===== config.mk =====
export PLATFORM = sky130hd
export DESIGN_NAME = control_unit_module
export DESIGN_NICKNAME = d
export VERILOG_FILES = /design/src/rtl/control_unit_module_pkg.sv /design/src/rtl/control_unit_module_alu_decode.sv /design/src/rtl/control_unit_module.sv
export SDC_FILE = /design/constraint.sdc
export NUM_CORES = 1
export LEC_CHECK = 0
export CORE_UTILIZATION = 35
export CTS_CLUSTER_DIAMETER = 200
export DETAILED_ROUTE_END_ITERATION = 10
export PLACE_DENSITY_LB_ADDON = 0.25
export SETUP_SLACK_MARGIN = 0.5
export SLEW_MARGIN = 20
export SYNTH_ARGS = -nofsm -noshare
export SYNTH_HDL_FRONTEND = slang
export SYNTH_SLANG_ARGS = --single-unit

===== constraint.sdc =====
create_clock -name clk -period 2 [get_ports clk]
set_input_delay 0.3 -clock clk [delete_from_list [all_inputs] [get_ports clk]]
set_output_delay 0.3 -clock clk [all_outputs]
set_load 0.1 [all_outputs]

===== src/rtl/control_unit_module_pkg.sv =====
// -----------------------------------------------------------------------------
// control_unit_module_pkg
// Shared encodings for the multicycle RV32I control unit: FSM state enum,
// ALU operation codes, sign-extend modes, RV32I opcodes, datapath mux selects,
// and small decode helpers used by the FSM.
// -----------------------------------------------------------------------------
package control_unit_module_pkg;

   typedef enum logic [3:0] {
      ST_FETCH     = 4'd0,
      ST_DECODE    = 4'd1,
      ST_EXEC_R    = 4'd2,
      ST_EXEC_I    = 4'd3,
      ST_ALU_WB    = 4'd4,
      ST_LUI       = 4'd5,
      ST_MEM_ADDR  = 4'd6,
      ST_MEM_READ  = 4'd7,
      ST_MEM_WB    = 4'd8,
      ST_MEM_WRITE = 4'd9,
      ST_BRANCH    = 4'd10,
      ST_JALR_ADDR = 4'd11,
      ST_LINK      = 4'd12,
      ST_JUMP      = 4'd13
   } state_e;

   // Register-register ops honour funct7[5] for SUB; immediate ops only for SRAI.
   typedef enum logic {
      CLASS_R = 1'b0,
      CLASS_I = 1'b1
   } alu_class_e;

   // ALU operation codes
   localparam logic [3:0] ALU_ADD  = 4'd0;
   localparam logic [3:0] ALU_SUB  = 4'd1;
   localparam logic [3:0] ALU_AND  = 4'd2;
   localparam logic [3:0] ALU_OR   = 4'd3;
   localparam logic [3:0] ALU_XOR  = 4'd4;
   localparam logic [3:0] ALU_SLL  = 4'd5;
   localparam logic [3:0] ALU_SRL  = 4'd6;
   localparam logic [3:0] ALU_SRA  = 4'd7;
   localparam logic [3:0] ALU_SLT  = 4'd8;
   localparam logic [3:0] ALU_SLTU = 4'd9;

   // Sign-extend unit modes
   localparam logic [3:0] IMM_I   = 4'd0;
   localparam logic [3:0] IMM_S   = 4'd1;
   localparam logic [3:0] IMM_B   = 4'd2;
   localparam logic [3:0] IMM_U   = 4'd3;
   localparam logic [3:0] IMM_J   = 4'd4;
   localparam logic [3:0] IMM_LB  = 4'd5;
   localparam logic [3:0] IMM_LH  = 4'd6;
   localparam logic [3:0] IMM_LBU = 4'd7;
   localparam logic [3:0] IMM_LHU = 4'd8;
   localparam logic [3:0] IMM_LW  = 4'd9;

   // RV32I major opcodes
   localparam logic [6:0] OP_R      = 7'b0110011;
   localparam logic [6:0] OP_I      = 7'b0010011;
   localparam logic [6:0] OP_LOAD   = 7'b0000011;
   localparam logic [6:0] OP_STORE  = 7'b0100011;
   localparam logic [6:0] OP_BRANCH = 7'b1100011;
   localparam logic [6:0] OP_JAL    = 7'b1101111;
   localparam logic [6:0] OP_JALR   = 7'b1100111;
   localparam logic [6:0] OP_LUI    = 7'b0110111;
   localparam logic [6:0] OP_AUIPC  = 7'b0010111;

   // Datapath mux selects
   localparam logic       MEMSEL_PC   = 1'b0;
   localparam logic       MEMSEL_ALU  = 1'b1;
   localparam logic       ALUMUX_REG  = 1'b0;
   localparam logic       ALUMUX_LIVE = 1'b1;
   localparam logic [1:0] RFMUX_MEM   = 2'b00;
   localparam logic [1:0] RFMUX_ALU   = 2'b01;
   localparam logic [1:0] RFMUX_SEXT  = 2'b10;
   localparam logic [1:0] OP1_RS1     = 2'b00;
   localparam logic [1:0] OP1_PC      = 2'b01;
   localparam logic [1:0] OP1_OLDPC   = 2'b10;
   localparam logic [1:0] OP2_IMM     = 2'b00;
   localparam logic [1:0] OP2_FOUR    = 2'b01;
   localparam logic [1:0] OP2_RS2     = 2'b10;
   localparam logic [1:0] OP2_ZERO    = 2'b11;
   localparam logic [1:0] MODE_WORD   = 2'b00;
   localparam logic [1:0] MODE_HALF   = 2'b01;
   localparam logic [1:0] MODE_BYTE   = 2'b10;

   // Load/store access width; funct3[2] is only the unsigned flag.
   function automatic logic [1:0] access_mode(input logic [2:0] funct3);
      logic [1:0] mode;
      case (funct3[1:0])
         2'b00:   mode = MODE_BYTE;
         2'b01:   mode = MODE_HALF;
         default: mode = MODE_WORD;
      endcase
      return mode;
   endfunction

   // Sign-extend variant applied to loaded data before write-back.
   function automatic logic [3:0] load_imm_src(input logic [2:0] funct3);
      logic [3:0] src;
      case (funct3)
         3'b000:  src = IMM_LB;
         3'b001:  src = IMM_LH;
         3'b100:  src = IMM_LBU;
         3'b101:  src = IMM_LHU;
         default: src = IMM_LW;
      endcase
      return src;
   endfunction

   // Branch condition from the flags of rs1 - rs2; reserved funct3 never taken.
   function automatic logic branch_taken(input logic [2:0] funct3,
                                         input logic       zero,
                                         input logic       negative,
                                         input logic       unegative);
      logic taken;
      case (funct3)
         3'b000:  taken = zero;
         3'b001:  taken = ~zero;
         3'b100:  taken = negative;
         3'b101:  taken = ~negative;
         3'b110:  taken = unegative;
         3'b111:  taken = ~unegative;
         default: taken = 1'b0;
      endcase
      return taken;
   endfunction

endpackage


===== src/rtl/control_unit_module_alu_decode.sv =====
// -----------------------------------------------------------------------------
// alu_decode_module
// Maps (instruction class, funct3, funct7[5]) to the ALU operation code.
//   op_class : CLASS_R for register-register, CLASS_I for register-immediate
//   funct3   : ir[14:12]
//   funct7_5 : ir[30]
//   alu_sel  : ALU operation code
// -----------------------------------------------------------------------------
module alu_decode_module
   import control_unit_module_pkg::*;
(
   input  alu_class_e op_class,
   input  logic [2:0] funct3,
   input  logic       funct7_5,
   output logic [3:0] alu_sel
);

   // funct3/funct7 to ALU operation; ir[30] on ADDI is immediate data, not SUB
   always_comb begin
      alu_sel = ALU_ADD;
      case (funct3)
         3'b000: begin
            if ((op_class == CLASS_R) && funct7_5) begin
               alu_sel = ALU_SUB;
            end else begin
               alu_sel = ALU_ADD;
            end
         end
         3'b001: alu_sel = ALU_SLL;
         3'b010: alu_sel = ALU_SLT;
         3'b011: alu_sel = ALU_SLTU;
         3'b100: alu_sel = ALU_XOR;
         3'b101: begin
            if (funct7_5) begin
               alu_sel = ALU_SRA;
            end else begin
               alu_sel = ALU_SRL;
            end
         end
         3'b110: alu_sel = ALU_OR;
         3'b111: alu_sel = ALU_AND;
         default: alu_sel = ALU_ADD;
      endcase
   end

endmodule


===== src/rtl/control_unit_module.sv =====
// -----------------------------------------------------------------------------
// control_unit_module
// Multicycle RV32I control FSM. Outputs decode combinationally from state, ir
// and flags, and are forced to 0 while reset is low.
//   clk, reset (async, active-low)
//   ir                : instruction register contents
//   zero/negative/unegative : ALU flags for branch resolution
//   mem_op_r          : memory operation complete
//   *_enable, rf_we   : register load enables
//   mem_enable, mem_write_enable : memory request / write
//   *_select, alu_sel, imm_src, instr_mode : datapath controls
//   illegal_instr     : one-cycle pulse on an undecodable opcode
// -----------------------------------------------------------------------------
module control_unit_module
   import control_unit_module_pkg::*;
(
   input  logic        clk,
   input  logic        reset,
   input  logic [31:0] ir,
   input  logic        zero,
   input  logic        negative,
   input  logic        unegative,
   input  logic        mem_op_r,
   output logic        pc_enable,
   output logic        old_pc_enable,
   output logic        ir_reg_enable,
   output logic        mem_reg_enable,
   output logic        alu_reg_enable,
   output logic        rf_we,
   output logic        mem_enable,
   output logic        mem_write_enable,
   output logic        memsel_mux_select,
   output logic        alu_reg_mux_select,
   output logic [1:0]  regfile_mux_select,
   output logic [1:0]  opsel1_select,
   output logic [1:0]  opsel2_select,
   output logic [3:0]  alu_sel,
   output logic [3:0]  imm_src,
   output logic [1:0]  instr_mode,
   output logic        illegal_instr
);

   state_e     state_r;
   state_e     next_state_s;
   logic [6:0] opcode_s;
   logic [2:0] funct3_s;
   alu_class_e alu_class_s;
   logic [3:0] dec_alu_sel_s;
   logic       unused_ir_bits_s;

   logic       pc_enable_s, old_pc_enable_s, ir_reg_enable_s, mem_reg_enable_s;
   logic       alu_reg_enable_s, rf_we_s, mem_enable_s, mem_write_enable_s;
   logic       memsel_s, alu_reg_mux_s, illegal_s;
   logic [1:0] regfile_mux_s, opsel1_s, opsel2_s, instr_mode_s;
   logic [3:0] alu_sel_s, imm_src_s;

   assign opcode_s         = ir[6:0];
   assign funct3_s         = ir[14:12];
   assign alu_class_s      = (opcode_s == OP_R) ? CLASS_R : CLASS_I;
   // Register indices and immediate fields are consumed by the datapath only.
   assign unused_ir_bits_s = ^{ir[31], ir[29:15], ir[11:7]};

   alu_decode_module u_alu_decode (
      .op_class (alu_class_s),
      .funct3   (funct3_s),
      .funct7_5 (ir[30]),
      .alu_sel  (dec_alu_sel_s)
   );

   // State register
   always_ff @(posedge clk or negedge reset) begin
      if (!reset) begin
         state_r <= ST_FETCH;
      end else begin
         state_r <= next_state_s;
      end
   end

   // Next-state and per-state control decode
   always_comb begin
      next_state_s       = state_r;
      pc_enable_s        = 1'b0;
      old_pc_enable_s    = 1'b0;
      ir_reg_enable_s    = 1'b0;
      mem_reg_enable_s   = 1'b0;
      alu_reg_enable_s   = 1'b0;
      rf_we_s            = 1'b0;
      mem_enable_s       = 1'b0;
      mem_write_enable_s = 1'b0;
      memsel_s           = MEMSEL_PC;
      alu_reg_mux_s      = ALUMUX_REG;
      regfile_mux_s      = RFMUX_MEM;
      opsel1_s           = OP1_RS1;
      opsel2_s           = OP2_IMM;
      alu_sel_s          = ALU_ADD;
      imm_src_s          = IMM_I;
      instr_mode_s       = MODE_WORD;
      illegal_s          = 1'b0;

      case (state_r)
         ST_FETCH: begin
            mem_enable_s = 1'b1;
            memsel_s     = MEMSEL_PC;
            instr_mode_s = MODE_WORD;
            if (mem_op_r) begin
               // Latch the instruction, remember its pc, and advance pc by 4.
               ir_reg_enable_s = 1'b1;
               old_pc_enable_s = 1'b1;
               pc_enable_s     = 1'b1;
               opsel1_s        = OP1_PC;
               opsel2_s        = OP2_FOUR;
               alu_sel_s       = ALU_ADD;
               alu_reg_mux_s   = ALUMUX_LIVE;
               next_state_s    = ST_DECODE;
            end else begin
               next_state_s    = ST_FETCH;
            end
         end
         ST_DECODE: begin
            // old_pc + imm serves both as branch/jal target and auipc result.
            case (opcode_s)
               OP_R:      begin imm_src_s = IMM_I; next_state_s = ST_EXEC_R;    end
               OP_I:      begin imm_src_s = IMM_I; next_state_s = ST_EXEC_I;    end
               OP_LOAD:   begin imm_src_s = IMM_I; next_state_s = ST_MEM_ADDR;  end
               OP_STORE:  begin imm_src_s = IMM_S; next_state_s = ST_MEM_ADDR;  end
               OP_BRANCH: begin imm_src_s = IMM_B; next_state_s = ST_BRANCH;    end
               OP_JAL:    begin imm_src_s = IMM_J; next_state_s = ST_LINK;      end
               OP_JALR:   begin imm_src_s = IMM_I; next_state_s = ST_JALR_ADDR; end
               OP_LUI:    begin imm_src_s = IMM_U; next_state_s = ST_LUI;       end
               OP_AUIPC:  begin imm_src_s = IMM_U; next_state_s = ST_ALU_WB;    end
               default: begin
                  imm_src_s    = IMM_I;
                  illegal_s    = 1'b1;
                  next_state_s = ST_FETCH;
               end
            endcase
            if (!illegal_s) begin
               opsel1_s         = OP1_OLDPC;
               opsel2_s         = OP2_IMM;
               alu_sel_s        = ALU_ADD;
               alu_reg_enable_s = 1'b1;
            end else begin
               alu_reg_enable_s = 1'b0;
            end
         end
         ST_EXEC_R: begin
            opsel1_s         = OP1_RS1;
            opsel2_s         = OP2_RS2;
            alu_sel_s        = dec_alu_sel_s;
            alu_reg_enable_s = 1'b1;
            next_state_s     = ST_ALU_WB;
         end
         ST_EXEC_I: begin
            opsel1_s         = OP1_RS1;
            opsel2_s         = OP2_IMM;
            imm_src_s        = IMM_I;
            alu_sel_s        = dec_alu_sel_s;
            alu_reg_enable_s = 1'b1;
            next_state_s     = ST_ALU_WB;
         end
         ST_ALU_WB: begin
            rf_we_s       = 1'b1;
            regfile_mux_s = RFMUX_ALU;
            alu_reg_mux_s = ALUMUX_REG;
            next_state_s  = ST_FETCH;
         end
         ST_LUI: begin
            rf_we_s       = 1'b1;
            regfile_mux_s = RFMUX_SEXT;
            imm_src_s     = IMM_U;
            next_state_s  = ST_FETCH;
         end
         ST_MEM_ADDR: begin
            opsel1_s         = OP1_RS1;
            opsel2_s         = OP2_IMM;
            alu_sel_s        = ALU_ADD;
            alu_reg_enable_s = 1'b1;
            if (opcode_s == OP_STORE) begin
               imm_src_s    = IMM_S;
               next_state_s = ST_MEM_WRITE;
            end else begin
               imm_src_s    = IMM_I;
               next_state_s = ST_MEM_READ;
            end
         end
         ST_MEM_READ: begin
            mem_enable_s  = 1'b1;
            memsel_s      = MEMSEL_ALU;
            alu_reg_mux_s = ALUMUX_REG;
            instr_mode_s  = access_mode(funct3_s);
            if (mem_op_r) begin
               mem_reg_enable_s = 1'b1;
               next_state_s     = ST_MEM_WB;
            end else begin
               next_state_s     = ST_MEM_READ;
            end
         end
         ST_MEM_WB: begin
            rf_we_s       = 1'b1;
            regfile_mux_s = RFMUX_SEXT;
            imm_src_s     = load_imm_src(funct3_s);
            next_state_s  = ST_FETCH;
         end
         ST_MEM_WRITE: begin
            mem_enable_s       = 1'b1;
            mem_write_enable_s = 1'b1;
            memsel_s           = MEMSEL_ALU;
            alu_reg_mux_s      = ALUMUX_REG;
            instr_mode_s       = access_mode(funct3_s);
            if (mem_op_r) begin
               next_state_s = ST_FETCH;
            end else begin
               next_state_s = ST_MEM_WRITE;
            end
         end
         ST_BRANCH: begin
            opsel1_s     = OP1_RS1;
            opsel2_s     = OP2_RS2;
            alu_sel_s    = ALU_SUB;
            next_state_s = ST_FETCH;
            // Taken: pc loads the target held in the ALU register since DECODE.
            if (branch_taken(funct3_s, zero, negative, unegative)) begin
               pc_enable_s   = 1'b1;
               alu_reg_mux_s = ALUMUX_REG;
            end else begin
               pc_enable_s   = 1'b0;
            end
         end
         ST_JALR_ADDR: begin
            // Target captured before LINK overwrites rd, which may equal rs1.
            opsel1_s         = OP1_RS1;
            opsel2_s         = OP2_IMM;
            imm_src_s        = IMM_I;
            alu_sel_s        = ALU_ADD;
            alu_reg_enable_s = 1'b1;
            next_state_s     = ST_LINK;
         end
         ST_LINK: begin
            // pc already holds old_pc + 4, so rd = pc + 0.
            opsel1_s      = OP1_PC;
            opsel2_s      = OP2_ZERO;
            alu_sel_s     = ALU_ADD;
            alu_reg_mux_s = ALUMUX_LIVE;
            rf_we_s       = 1'b1;
            regfile_mux_s = RFMUX_ALU;
            next_state_s  = ST_JUMP;
         end
         ST_JUMP: begin
            pc_enable_s   = 1'b1;
            alu_reg_mux_s = ALUMUX_REG;
            next_state_s  = ST_FETCH;
         end
         default: begin
            next_state_s = ST_FETCH;
         end
      endcase
   end

   // Reset masks every output immediately, including a pending memory wait.
   assign pc_enable          = reset & pc_enable_s;
   assign old_pc_enable      = reset & old_pc_enable_s;
   assign ir_reg_enable      = reset & ir_reg_enable_s;
   assign mem_reg_enable     = reset & mem_reg_enable_s;
   assign alu_reg_enable     = reset & alu_reg_enable_s;
   assign rf_we              = reset & rf_we_s;
   assign mem_enable         = reset & mem_enable_s;
   assign mem_write_enable   = reset & mem_write_enable_s;
   assign memsel_mux_select  = reset & memsel_s;
   assign alu_reg_mux_select = reset & alu_reg_mux_s;
   assign illegal_instr      = reset & illegal_s;
   assign regfile_mux_select = reset ? regfile_mux_s : 2'b00;
   assign opsel1_select      = reset ? opsel1_s      : 2'b00;
   assign opsel2_select      = reset ? opsel2_s      : 2'b00;
   assign alu_sel            = reset ? alu_sel_s     : 4'd0;
   assign imm_src            = reset ? imm_src_s     : 4'd0;
   assign instr_mode         = reset ? instr_mode_s  : 2'b00;

endmodule

==> results of run 1 <==
[per-stage QoR]
stage	hold WS, ns	setup slack [ns]	utilization, %	instances	TNS (ns)
detailed placement	0.6694	-0.2199	87.27	239	-1.675
CTS	0.3115	-0.2013	97.53	254	-1.550
floorplan	0.004409	-0.3302	-	146	-0.9194
global placement	0.6641	-0.1557	87.27	239	-0.9683
[synthesized netlist by cell type (all sizes together)]
cell type,count
a21boi,1
a21o,1
a21oi,10
a221o,1
a2bb2oi,1
a31oi,3
a32oi,1
and2,1
and3,3
and3b,3
buf,5
clkbuf,8
dfrtp,4
inv,5
mux2,1
mux2i,2
nand2,10
nand2b,7
nand3,11
nand3b,3
nor2,20
nor2b,1
nor3,8
nor3b,3
nor4,1
nor4b,1
o211ai,1
o21a,1
o21ai,11
o2bb2ai,1
o31a,1
o31ai,3
o32a,1
or2,1
or3,2
or3b,2
or4b,1
xnor2,3
xor2,3
[kinds of logic after synthesis]
logic type / synth area share [%]
and+or+nand+nor: 46.74
AOI/OAI and AO/OA: 25.14
buffers and inverters: 8.152
xor gates and xnor gates: 5.708
DFF: 10.87
muxes: 3.397
[timing repair]
| item | CTS |
|---|---|
| endpoints found under the setup margin | 30 |
| pin swaps | 11 |
| endpoints found under the hold margin | 0 |
| gates resized for setup | 45 |
| setup buffers | 11 |
| hold buffers | 0 |
| cloned | 1 |
==> qor.csv, run 1 <==
stage,metric,value,unit
grt,grt_max_degree,20,
logic_synthesis,post_synth_instance_area,920.9,um^2
floorplanning,initial_core_util,37.17,%
timing,worst_endpoint,imm_src[1],
timing,worst_endpoint_kind,output port,
placement,detailedPlacementHpwl,3.151,mm
logic_synthesis,synth_top_area_share,10.87,%
logic_synthesis,yosys-top-cells-area,"sky130_fd_sc_hd__dfrtp_1 (11%), sky130_fd_sc_hd__nor2_1 (8.2%), sky130_fd_sc_hd__nand3_1 (6.0%), sky130_fd_sc_hd__a21oi_1 (5.4%), sky130_fd_sc_hd__o21ai_0 (5.4%)",
placement,buffer_ports.inserted,43,
floorplanning,die-height,53.30,um
logic_synthesis,synthesis.nets,184,
clocking,inserted_clock_buffers,3,
logic_synthesis,synthesis.instances,146,
clocking,cts_buffer_depth,2,
placement,placed_area,2162,um^2
logic_synthesis,synth_top_cell_by_area,sky130_fd_sc_hd__dfrtp_1,
clocking,cts_num_sinks,4,
logic_synthesis,synth-seq-cells,4,
logic_synthesis,ys_types,44,
clocking,clockRootBuffer,sky130_fd_sc_hd__clkbuf_4,
status,error_line,"[ERROR DPL-0038] Utilization greater than 100%, impossible to legalize",
floorplanning,floorplan.die.width,53.30,um
floorplanning,ioPinCount,65,
logic_synthesis,synth-warning-count,0,
clocking,cts.htree.levels,1,
logic_synthesis,sequential_element_share_of_the_synthesized_area,10.87,%
logic_synthesis,avgSynthCellArea,6.307,um^2
status,outcome,stopped before the end,
placement,globalplace.congestion,0.8829,
floorplanning,floorplan.rows,18,
status,haltStage,global routing (5_1_grt),
==> run 2, diff against run 1 <==
--- a/config.mk
+++ b/config.mk
@@ -5,11 +5,10 @@
 export SDC_FILE = /design/constraint.sdc
 export NUM_CORES = 1
 export LEC_CHECK = 0
-export CORE_UTILIZATION = 35
-export CTS_CLUSTER_DIAMETER = 200
+export CORE_AREA = 2 2 63 65
 export DETAILED_ROUTE_END_ITERATION = 10
-export PLACE_DENSITY_LB_ADDON = 0.25
-export SETUP_SLACK_MARGIN = 0.5
+export DIE_AREA = 0 0 65 67
+export PLACE_DENSITY_LB_ADDON = 0.15
 export SLEW_MARGIN = 20
 export SYNTH_ARGS = -nofsm -noshare
 export SYNTH_HDL_FRONTEND = slang
==> run 2 against run 1 <==
Net effect:
- synthesized area is the same
- synthesized cell count stayed put
- the flow now finishes, with violations (negative setup slack)
==> qor.csv, run 2 <==
stage,metric,value,unit,change
logic_synthesis,synth_edf_count,0,,unchanged
critical_path,timing.critical_path.fanout_max,5,,
critical_path,cp_cell_sequence,or4b_4 > nor3_4 > buf_4 > a2bb2oi_1 > nor2_4 > buf_12,,
finish,largest_register_ffs,4,,
logic_synthesis,post_synth_instance_area,920.9,um^2,unchanged
logic_synthesis,synthesis.instances,146,,unchanged
timing,fmaxAchievable,460.0,MHz,
status,outcome,"complete, but fails checks",,
timing,setup_ws_final,-0.1739,ns,
finish,biggest_register,state_r,,
timing,rsz0062_at_grt,yes,,
finish,fin_nets,264,,
floorplanning,floorplan.die.width,65,um,+22%
floorplanning,floorplan.rows,22,,+4
placement,buffer_ports.inserted,43,,unchanged
route,post_drt_via_cell_ratio,5.018,,
power_and_ir_drop,vdd.ir_drop.worst,0.2083,mV,
status,violations,negative setup slack,,
route,dr.pass1.iters,4,,
route,detail_route.wl_per_cell,13.55,um,
grt,antenna_found_initial,0,,
logic_synthesis,ys_types,44,,unchanged
critical_path,crit_path_leading_delay_family,simple AND/OR/NAND/NOR gates,,
hold_path,hp-class,in2async,,
floorplanning,die-height,67,um,+26%
timing,final_layout_setup_total_negative_slack,-1.432,ns,
placement,globalplace.congestion,0.8697,,-1.5%
critical_path,cp-start-kind,flip-flop,,
timing,timing.final.hold_violations,0,,
critical_path,regToRegStartpoint,state_r[3]$_DFF_PN0_,,
logic_synthesis,synth-seq-cells,4,,unchanged
logic_synthesis,yosys.cell_count.top_type,sky130_fd_sc_hd__nor2_1,,
route,detail_route.wirelength,3.686,mm,
grt,grt_pass1_wl,6.023,mm,
grt,grt_pass1_vias,1320,,
route,drt.antenna.violating_nets,0,,
logic_synthesis,synth-warning-count,0,,unchanged
timing,finalSetupViolCount,13,,
floorplanning,initial_core_util,25.54,%,-12 points
flow_run,maxCapViolations,0,,
logic_synthesis,synth_top_flop_cell,sky130_fd_sc_hd__dfrtp_1,,
critical_path,cp_data_arrival_time,1.87,ns,
critical_path,rr_endpoint,state_r[0]$_DFF_PN0_,,
placement,detailedPlacementHpwl,3.018,mm,-4.2%
clocking,cts.htree.levels,1,,unchanged
timing,timing.max_slew.rel_slack,75.19,%,
clocking,cts_buffer_depth,2,,unchanged
logic_synthesis,synth_top_area_share,10.87,%,unchanged
finish,top_regs,state_r (4),,
timing,finClkSkew,0.005420,ns,
clocking,inserted_clock_buffers,3,,unchanged
floorplanning,ioPinCount,65,,unchanged
floorplanning,core_region_area,3606,um^2,
logic_synthesis,synthesis.nets,184,,unchanged
logic_synthesis,yosys-top-cells-area,"sky130_fd_sc_hd__dfrtp_1 (11%), sky130_fd_sc_hd__nor2_1 (8.2%), sky130_fd_sc_hd__nand3_1 (6.0%), sky130_fd_sc_hd__a21oi_1 (5.4%), sky130_fd_sc_hd__o21ai_0 (5.4%)",,
finish,layout.cells.most_common_list,"sky130_fd_sc_hd__buf_4 (38), sky130_fd_sc_hd__buf_12 (28), sky130_fd_sc_hd__nor2_4 (11)",,
critical_path,critPathCaptureType,primary output,,
critical_path,crit_path_top_delay_cell,sky130_fd_sc_hd__or4b_4,,
clocking,clockRootBuffer,sky130_fd_sc_hd__clkbuf_8,,
critical_path,cp_num_buf_inv,2,,
floorplanning,die_area,4355,um^2,
route,initialDrtViolationCount,22,,
critical_path,criticalPathCategory,reg2out,,
critical_path,timing.reg2reg.setup_slack,0.25,ns,
finish,synthToLayoutAreaGrowth,153.5,%,
route,routed_via_count,1365,,
finish,drive_gt1_share,53.13,%,
timing,max_slew.worst_pin.slew,0.3721,ns,
finish,antenna_cells_inserted,0,,
logic_synthesis,avgSynthCellArea,6.307,um^2,unchanged
critical_path,ff2ff_path_depth,6,,
timing,layout_worst_path_cycle_share,108.7,%,
logic_synthesis,sequential_element_share_of_the_synthesized_area,10.87,%,unchanged
grt,grt_max_degree,20,,
critical_path,cpPeakStageDelay,0.57,ns,
logic_synthesis,synth_top_cell_by_area,sky130_fd_sc_hd__dfrtp_1,,
grt,globalRoute.totalOverflow,0,,
power_and_ir_drop,post-layout-total-power,713.6,uW,
timing,period_needed,2.174,ns,
finish,final_common_cell,sky130_fd_sc_hd__buf_4,,
route,drc_errors,0,,
clocking,worst_setup_hold_path_clk_slew,0.03,ns,
logic_synthesis,netlist_top_cells_count,"sky130_fd_sc_hd__nor2_1 (20), sky130_fd_sc_hd__nand3_1 (11), sky130_fd_sc_hd__a21oi_1 (10), sky130_fd_sc_hd__nand2_1 (10), sky130_fd_sc_hd__o21ai_0 (10)",,
timing,timing.final.max_slew_violations,0,,
grt,grt.total_usage,17.24,%,
critical_path,cp.required,1.70,ns,
placement,dpl.cell_count,267,,+12%
clocking,clk-insertion-delay-late,0.22,ns,
finish,fin_cells,272,,
clocking,tritoncts_clock_tree,yes,,
power_and_ir_drop,leak,0.0009540,uW,
power_and_ir_drop,power_density,305.7,nW/um^2,
clocking,cts_num_sinks,4,,unchanged
logic_synthesis,async_reset_ff_share,100.0,%,unchanged
==> run 2: cell counts after synthesis <==
Identical to the previous run, type by type.
==> run 2: report_power, final <==
group	internal (uW)	switching [uW]	leakage (uW)
Combinational	192	265	0.000878
Clock	128	39.9	0.0000216
Sequential	84.7	4.44	0.0000543
Total	405	309	0.000954
==> run 2: final cells by class <==
type	count	area (um^2)
fill	321	1271
inverter	5	18.77
clock buffer	3	41.29
timing repair buffer	88	1064
multi-input combinational	124	1051
sequential	4	100.1
tap	48	60.06
==> run 2: worst reg2reg max path: stages (launching register included) <==
cell and delay, ns:
sky130_fd_sc_hd__dfrtp_1 0.41, sky130_fd_sc_hd__buf_4 0.16, sky130_fd_sc_hd__buf_4 0.13, sky130_fd_sc_hd__or3b_4 0.42, sky130_fd_sc_hd__and2_4 0.21, sky130_fd_sc_hd__o21ai_0 0.18, sky130_fd_sc_hd__a221o_1 0.18
==> run 2: through the flow <==
stage	setup WS (ns)	utilization (%)	hold WS, ns	area, um^2
final	-0.1739	64.75	0.4813	2335
after global routing	-0.2616	64.75	0.4935	2335
after CTS	-0.1734	64.19	0.4636	2315
after floorplan	-0.3453	-	0.004409	1214
after detailed placement	-0.2050	61.42	0.6610	2215
after global placement	-0.1809	61.42	0.6531	2215
==> run 2: logic make-up (layout without fill, tap and decap cells) <==
kind of cell / count (synthesis) / in the layout / synth area share [%]
flops: 4 / 4 / 10.87
compound gates: 37 / 37 / 25.14
xor+xnor: 6 / 6 / 5.708
buf+inv: 18 / 96 / 8.152
mux: 3 / 3 / 3.397
simple gates: 78 / 78 / 46.74
==> run 2: worst max path at each step <==
stage	from	endpoint	slack (ns)	cells after the start
final	state_r[3]$_DFF_PN0_	imm_src[1]	-0.17	6
after global routing	state_r[3]$_DFF_PN0_	imm_src[0]	-0.26	5
after CTS	state_r[3]$_DFF_PN0_	imm_src[1]	-0.17	6
after detailed placement	mem_op_r	opsel1_select[0]	-0.21	5
after global placement	ir[13]	pc_enable	-0.18	6
after floorplan	state_r[3]$_DFF_PN0_	opsel1_select[1]	-0.35	2
==> run 2: per-layer routing <==
layer	global-route usage [%]	part of all wire [%]
met1	20.41	39
met2	33.89	55
met3	1.520	4.3
met4	2.660	1.2
met5	0	0
==> run 2: what timing repair did <==
| item | 4_1_cts | 5_1_grt |
|---|---|---|
| hold buffers | 0 | 0 |
| setup buffers | 3 | 0 |
| gates resized for setup | 25 | 6 |
| gates cloned | 0 | 0 |
| endpoints found under the setup margin | 17 | 19 |
| pin swaps | 11 | 7 |
No activity file was read; power rests on OpenSTA's default activity.
